<file path="config.mk">
export PLATFORM = sky130hd
export DESIGN_NAME = pipe_hazard_ctrl
export DESIGN_NICKNAME = d
export VERILOG_FILES = /design/src/rtl/pipe_hazard_ctrl.sv
export SDC_FILE = /design/constraint.sdc
export NUM_CORES = 1
export LEC_CHECK = 0
export ABC_AREA = 1
export BUFFER_PORTS_ARGS = -buffer_cell sky130_fd_sc_hd__buf_2
export CAP_MARGIN = 20
export CORE_MARGIN = 5
export CORE_UTILIZATION = 50
export CTS_BUF_LIST = sky130_fd_sc_hd__clkbuf_8
export DETAILED_ROUTE_END_ITERATION = 8
export PLACE_DENSITY = 0.83
export RECOVER_POWER = 50
export SETUP_SLACK_MARGIN = 0.15
export SLEW_MARGIN = 10
export SYNTH_ARGS = -nofsm -noshare
export SYNTH_HDL_FRONTEND = slang
export SYNTH_SLANG_ARGS = --single-unit
</file>
<file path="constraint.sdc">
create_clock -name clk -period 1.4 [get_ports clk]
set_input_delay 0.07 -clock clk [delete_from_list [all_inputs] [get_ports clk]]
set_output_delay 0.07 -clock clk [all_outputs]
set_load 0.02 [all_outputs]
</file>
<file path="src/rtl/pipe_hazard_ctrl.sv">
// rtl/pipe_hazard_ctrl.sv - pipeline stall/flush scheduler with MDU sequencing and exception redirect ordering
// Optional: define HAZARD_PERF_EN to add saturating stall_cnt/flush_cnt counters.
module pipe_hazard_ctrl #(
    parameter int MUL_CYCLES = 4,
    parameter int DIV_CYCLES = 32,
    parameter int CNT_W      = 6
) (
    input  logic       clk,
    input  logic       rst,
    input  logic [4:0] id_rs,
    input  logic [4:0] id_rt,
    input  logic       id_use_rs,
    input  logic       id_use_rt,
    input  logic       id_is_branch,
    input  logic       id_md_use,
    input  logic [4:0] ex_rw,
    input  logic       ex_regWrite,
    input  logic       ex_memRead,
    input  logic [4:0] mem_rw,
    input  logic       mem_memRead,
    input  logic       md_start,
    input  logic       md_is_div,
    input  logic       exc_req,
    output logic       stall_if,
    output logic       stall_id,
    output logic       flush_ex,
    output logic       flush_id,
    output logic       md_busy
`ifdef HAZARD_PERF_EN
    ,
    output logic [31:0] stall_cnt,
    output logic [31:0] flush_cnt
`endif
);

    typedef enum logic [1:0] {MD_IDLE, MD_BUSY, MD_DONE} md_state_t;
    typedef enum logic {EX_NORM, EX_HOLD} ex_state_t;

    localparam logic [CNT_W-1:0] MUL_LOAD = CNT_W'(MUL_CYCLES - 1);
    localparam logic [CNT_W-1:0] DIV_LOAD = CNT_W'(DIV_CYCLES - 1);
    localparam logic [CNT_W-1:0] CNT_ONE  = CNT_W'(1);

    md_state_t        md_state_q, md_state_d;
    ex_state_t        ex_state_q, ex_state_d;
    logic [CNT_W-1:0] md_cnt_q, md_cnt_d;

    logic match_ex, match_mem;
    logic hz_load, hz_branch, hz_md, hazard;

    // $0 is hardwired, so a write to it never produces a dependency
    assign match_ex  = (ex_rw != 5'd0) &&
                       ((id_use_rs && (id_rs == ex_rw)) || (id_use_rt && (id_rt == ex_rw)));
    assign match_mem = (mem_rw != 5'd0) &&
                       ((id_use_rs && (id_rs == mem_rw)) || (id_use_rt && (id_rt == mem_rw)));

    assign hz_load   = ex_memRead && match_ex;
    assign hz_branch = id_is_branch && ((ex_regWrite && match_ex) || (mem_memRead && match_mem));
    assign hz_md     = id_md_use && md_busy;
    assign hazard    = hz_load | hz_branch | hz_md;

    always_ff @(posedge clk or negedge rst) begin
        if (!rst) begin
            md_state_q <= MD_IDLE;
            md_cnt_q   <= '0;
            ex_state_q <= EX_NORM;
        end else begin
            md_state_q <= md_state_d;
            md_cnt_q   <= md_cnt_d;
            ex_state_q <= ex_state_d;
        end
    end

    always_comb begin
        md_state_d = md_state_q;
        md_cnt_d   = md_cnt_q;
        ex_state_d = ex_state_q;
        case (md_state_q)
            MD_IDLE, MD_DONE: begin
                if (md_start) begin
                    md_state_d = MD_BUSY;
                    md_cnt_d   = md_is_div ? DIV_LOAD : MUL_LOAD;
                end else begin
                    md_state_d = MD_IDLE;
                end
            end
            MD_BUSY: begin
                md_cnt_d = md_cnt_q - CNT_ONE;
                if (md_cnt_q == CNT_ONE) begin
                    md_state_d = MD_DONE;
                end
            end
            default: md_state_d = MD_IDLE;
        endcase
        // HOLD swallows the repeat request of the instruction that raised the redirect
        case (ex_state_q)
            EX_NORM: if (exc_req && !hazard) ex_state_d = EX_HOLD;
            default: ex_state_d = EX_NORM;
        endcase
    end

    // Reset gates the combinational outputs so they fall without waiting for a clock
    always_comb begin
        md_busy  = (md_state_q == MD_BUSY);
        flush_id = rst && (ex_state_q == EX_NORM) && exc_req && !hazard;
        stall_if = rst && hazard && !flush_id;
        stall_id = stall_if;
        flush_ex = stall_if;
    end

`ifdef HAZARD_PERF_EN
    logic [31:0] stall_cnt_q, flush_cnt_q;

    always_ff @(posedge clk or negedge rst) begin
        if (!rst) begin
            stall_cnt_q <= '0;
            flush_cnt_q <= '0;
        end else begin
            if (stall_id && (stall_cnt_q != 32'hFFFF_FFFF)) stall_cnt_q <= stall_cnt_q + 32'd1;
            if (flush_id && (flush_cnt_q != 32'hFFFF_FFFF)) flush_cnt_q <= flush_cnt_q + 32'd1;
        end
    end

    assign stall_cnt = stall_cnt_q;
    assign flush_cnt = flush_cnt_q;
`endif

endmodule

</file>
-- Word-level counts from Yosys, hierarchy flattened
Index checks and enable logic that the tools add are counted.
- bitwise gates (word level): 3
- muxes and demuxes: 8
- equality and inequality tests: 9
- reduce and logical (&&, ||, !) cells: 28
- $add $sub $neg: 1
- operators with widths (kind ; count):
    5-bit equality test ; 4
    1-bit logical AND ; 17
    6-bit one-hot mux with 2 select lines ; 1
    5-bit nonzero test ; 2
    6-bit by 1-bit equality test with 1-bit output, second input constant ; 1
    6-bit two-way mux ; 1
    6-bit by 1-bit subtractor with 6-bit output, second input constant ; 1
    5-bit two-way mux ; 1
    2-bit one-hot mux with 2 select lines ; 1
    1-bit logical OR ; 3
    1-bit two-way mux ; 3
    2-bit by 1-bit equality test with 1-bit output, second input constant ; 1
    2-bit equality test, second input constant ; 1
    1-bit logical NOT ; 2
    2-bit logical NOT ; 1
    2-bit two-way mux ; 1
    2-bit by 1-bit != test with 1-bit output, second input constant ; 1
    2-bit != test, second input constant ; 1
    1-bit OR ; 2
    2-bit AND reduction ; 1
    2-bit nonzero test ; 1
    2-bit OR reduction ; 1
    1-bit NOT ; 1
- bits of input ports: 32
- output and inout port bits: 5
- register bits after elaboration: 9
- word-level logic and storage cells: 52

-- Longest topological paths before layout
- depth after elaboration: 13
- gate-level depth with buffers: 11
- depth with buffers taken out: 10

-- Worst setup path after synthesis
Ideal clock, no wire load.
- path type: flip-flop to output port
- from: register md_state_q[0]
- to: output port stall_id
- data required time: 1330 ps
- slack: 53 ps
- path buffers: 2
- cell stages (with the launch flop): 10
- data arrival time: 1277 ps
- cell sequence: dfrtp_1 -> inv_2 -> or2_1 -> buf_6 -> clkinv_8 -> nand2_2 -> nand3_2 -> nand2_1 -> inv_1 -> buf_4
- longest elaborated chain between the ends: 7
- elaborated cells between the ends (all ways): 8
- classes of those cells: eq/ne (1); bitwise (1); reduce/logical (6)
- ends and longest elaborated chain (item ; RTL line ; source):
    from (decl) ; 43 ; md_state_t md_state_q, md_state_d;
    from (signal assigned) ; 67 ; md_state_q <= md_state_d;
    2-bit by 1-bit equality test with 1-bit output * ; 103 ; md_busy = (md_state_q == MD_BUSY);
    via md_busy ; 28 ; output logic md_busy
    1-bit logical AND * ; 58 ; assign hz_md = id_md_use && md_busy;
    1-bit OR * ; 59 ; assign hazard = hz_load | hz_branch | hz_md;
    1-bit logical NOT ; 104 ; flush_id = rst && (ex_state_q == EX_NORM) && exc_req && !hazard;
    1-bit logical AND ; 104 ;
    1-bit logical NOT ; 105 ; stall_if = rst && hazard && !flush_id;
    1-bit logical AND * ; 105 ;
    to (decl) ; 25 ; output logic stall_id,
Mark *: on every way through the listed nets, which the timed path passes. The rest lies on a longest branch.

-- Final worst setup path
- from: register md_state_q[1]
- to: output port stall_if
- longest elaborated chain between the ends: 7
- elaborated cells between the ends (all ways): 8
- classes of those cells: eq/ne (1); bitwise (1); reduce/logical (6)
- ends and longest elaborated chain (item ; RTL line ; source):
    2-bit by 1-bit equality test with 1-bit output * ; 103 ;
    1-bit logical AND * ; 58 ;
    1-bit OR * ; 59 ;
    1-bit logical NOT ; 104 ;
    1-bit logical AND ; 104 ;
    1-bit logical NOT ; 105 ;
    1-bit logical AND * ; 105 ;
    to (decl) ; 24 ; output logic stall_if,
Every way passes the cells marked *; elsewhere a longest branch is shown, timed or not.

==> flow_summary_export.csv <==
group,metric,value,unit
status,status,"finished, final reports clean",
sta,layout_min_cycle_time,1.35,ns
worst_setup_path,worst-path-max-fanout,3,
die,num_rows,15,
synth,synthTopCellsByCount,"65 x nand2_1, 24 x nor2_1, 19 x inv_1",
power,irDropWorstVdd,833,µV
global_route,grt-ovfl-total,0,
synth,synth.distinct_cells,23,
worst_setup_path,worst_r2r_endpoint,"md_cnt_q[3]",
clock_network,cts_htree_levels,1,
worst_setup_path,r2r_slack,0.15,ns
worst_setup_path,path_cells,"or2_4 > clkinv_8 > nand2_4 > nand3_4 > nand2_2 > inv_2 > buf_6",
sta,fmax,0.742,GHz
synth,syn_area,948,µm²
synth,postSynthAreaPerCell,5.68,µm²
power,switching_power,224,µW
layout,drive_above_1_share,0.333,
routing,drtIter0Drc,25,
worst_setup_path,crit_required,1.33,ns
sta,hold_viol_final,0,
placement,dp_hpwl,2080,µm
global_route,use_met1,0.251,
die,core,1760,µm²
global_route,grt_pass1_vias,1062,
die,fp.dieArea,2870,µm²
routing,post_drt_wl_per_cell,12.0,µm
clock_network,cts_buffer_depth,2,
power,pwr_density_cell,596,nW/µm²
synth,synthFlopType,"dfrtp_1",
clock_network,clk_latency,0.23,ns
worst_setup_path,path_buf_inv,3,
placement,placedCellCount,226,
layout,nNetsFinal,245,
sta,maxSlewViolCount,0,
power,comb_power_share,0.274,
synth,ys_top_cells_by_area,"nand2_1 26%, dfrtp_1 24%, nor2_1 9.5%",
sta,tightest_slew,0.418,ns
die,start_util,0.538,
synth,synth-seq-cells,9,
placement,gp_routability_congestion,0.926,
hold_path,hold_class,"input port to flop",
worst_setup_path,crit_arrival,1.28,ns
worst_setup_path,reg2regPathDepth,4,
sta,fin_ws,0.0523,ns
clock_network,cts_root_buf,"clkbuf_8",
routing,finalWirelength,2810,µm
global_route,grt_pass1_wl,4460,µm
power,swShare,0.291,
sta,finalSetupViolCount,0,
layout,synthToLayoutAreaGrowth,36.0,%
synth,yosysTopAreaCell,"nand2_1",
global_route,met3_usage,0.0637,
sta,relSlewSlack,0.720,
worst_setup_path,critPathSlowestCell,"dfrtp_1",
synth,synth_top_area_frac,0.257,
global_route,antenna_found_initial,0,
run,maxCapViolCount,0,
layout,stdcell_count,235,
sta,skew,0.00538,ns
routing,vias_per_cell,4.77,
routing,drtAntennaViolNets,0,
die,die_w,53.6,µm
synth,synthCells,167,
global_route,grt_start_max_net_pins,10,
synth,synth_edf_count,0,
clock_network,cts_buffers,3,
worst_setup_path,crit_path_end_kind,"output port",
clock_network,clkTransAtPathRegs,0.05,ns
power,clkPwrFrac,0.383,
placement,preCtsSetupSlack,0.138,ns
routing,firstDrtPassIters,4,
global_route,grt_busiest_layer,"met2",
clock_network,cts_tree,"built",
synth,synth_nets,201,
die,ios,37,
synth,yosysWarnings,0,
global_route,grt.total_usage,0.214,
synth,seq_area_frac_synth,0.237,
worst_setup_path,critPathLaunch,"md_state_q[1]",
worst_setup_path,cp_slowest_stage_delay,0.35,ns
power,pwr-share-seq,0.342,
power,p_leak,0.000780,µW
layout,n_antenna_cell,0,
sta,fin_crit_sh,0.963,
synth,yosysMostFrequentCell,"nand2_1",
die,die_h,53.6,µm
placement,io_buffers,36,
worst_setup_path,cp.depth,7,
routing,vias,1120,
worst_setup_path,crit_family,"simple AND/OR/NAND/NOR gates",
worst_setup_path,reg2reg_from,"md_state_q[1]",
power,cell_internal_pwr,545,µW
worst_setup_path,cp-start-kind,"flop",
sta,rsz0062_at_grt,"true",
worst_setup_path,endpoint,"stall_if",
worst_setup_path,worstSetupPathType,"flop to output port",
routing,drc,0,
synth,ys_async_sr_fraction,1.00,
global_route,gr-usage-met2,0.373,
clock_network,cts_sinks,9,
[worst min-delay path by stage]
stage               startpoint           to  slack, ns  cells past startpoint
floorplan                  rst   ex_state_q      -0.23                      0
global placement           rst  md_cnt_q[2]      -0.06                      1
detailed placement         rst  md_cnt_q[2]      -0.06                      1
CTS                    exc_req   ex_state_q       0.07                      3
global route           exc_req   ex_state_q       0.10                      3
finish                 exc_req   ex_state_q       0.10                      3
[power by group through the flow]
stage          Sequential (µW)  Clock, µW  Combinational (µW)
2_1_floorplan              267          0                 106
3_3_place_gp               267          0                 184
4_1_cts                    263        297                 202
3_5_place_dp               267          0                 189
6_report                   263        295                 211
5_1_grt                    263        316                 236
[placed cells by master, fill, tap and decap left out, types with 2 or more instances in the layout]
cell type,instances
inv_2,13
buf_6,4
a22oi_2,2
o21ai_1,4
inv_1,19
nor2_1,23
buf_2,31
nand2_1,64
buf_4,6
dfrtp_1,9
o211ai_1,2
nand3_1,11
nand2_2,2
clkbuf_8,3
[sequential cells by signal, indices dropped and copies added (netlist names)]
register	count
md_cnt_q	6
md_state_q	2
ex_state_q	1
[final cells by class]
cell class | count | area, µm²
flip-flops and latches | 9 | 225
clock inverters | 1 | 3.75
clock buffers | 3 | 41.3
multi-input cells | 123 | 601
repair buffers | 42 | 255
inverters | 32 | 133
well taps | 25 | 31.3
fillers | 171 | 474
[per-stage QoR]
| step | utilization | TNS [ns] | cell area [µm²] | total power [µW] | hold WS, ns |
|---|---|---|---|---|---|
| final | 0.731 | 0 | 1290 | 769 | 0.103 |
| after global routing | 0.731 | -0.0315 | 1290 | 815 | 0.104 |
| after CTS | 0.706 | 0 | 1240 | 762 | 0.0694 |
| after detailed placement | 0.650 | 0 | 1150 | 456 | -0.0591 |
| after global placement | 0.650 | 0 | 1150 | 451 | -0.0593 |
| after floorplan | - | 0 | 961 | 373 | -0.226 |
[layer usage]
layer / vias to the layer above / wire [µm]
li1: 593 / -
met1: 471 / 1170
met2: 54 / 1380
met3: 2 / 244
met4: 0 / 15
met5: - / 0
[kinds of logic (layout without fill, tap and decap cells)]
logic type                 Yosys count  count (layout)  synth area share
buffers and inverters               35              78             0.168
adders and majority gates            2               2            0.0264
DFF                                  9               9             0.237
and+or+nand+nor                    107             107             0.463
AOI/OAI and AO/OA                   14              14             0.106
[repair_timing]
item / in CTS / in global routing
pin swaps: 2 / 1
hold buffers: 1 / 0
setup endpoints to repair: 5 / 8
endpoints found under the hold margin: 9 / 0
setup buffers: 3 / 1
resized for setup: 7 / 9
[tightest hold or removal path, cell delays in order]
cell and delay, ns:
buf_2 0.11, nand2_1 0.07, nor2_1 0.05
(Power assumes the default switching activity.)
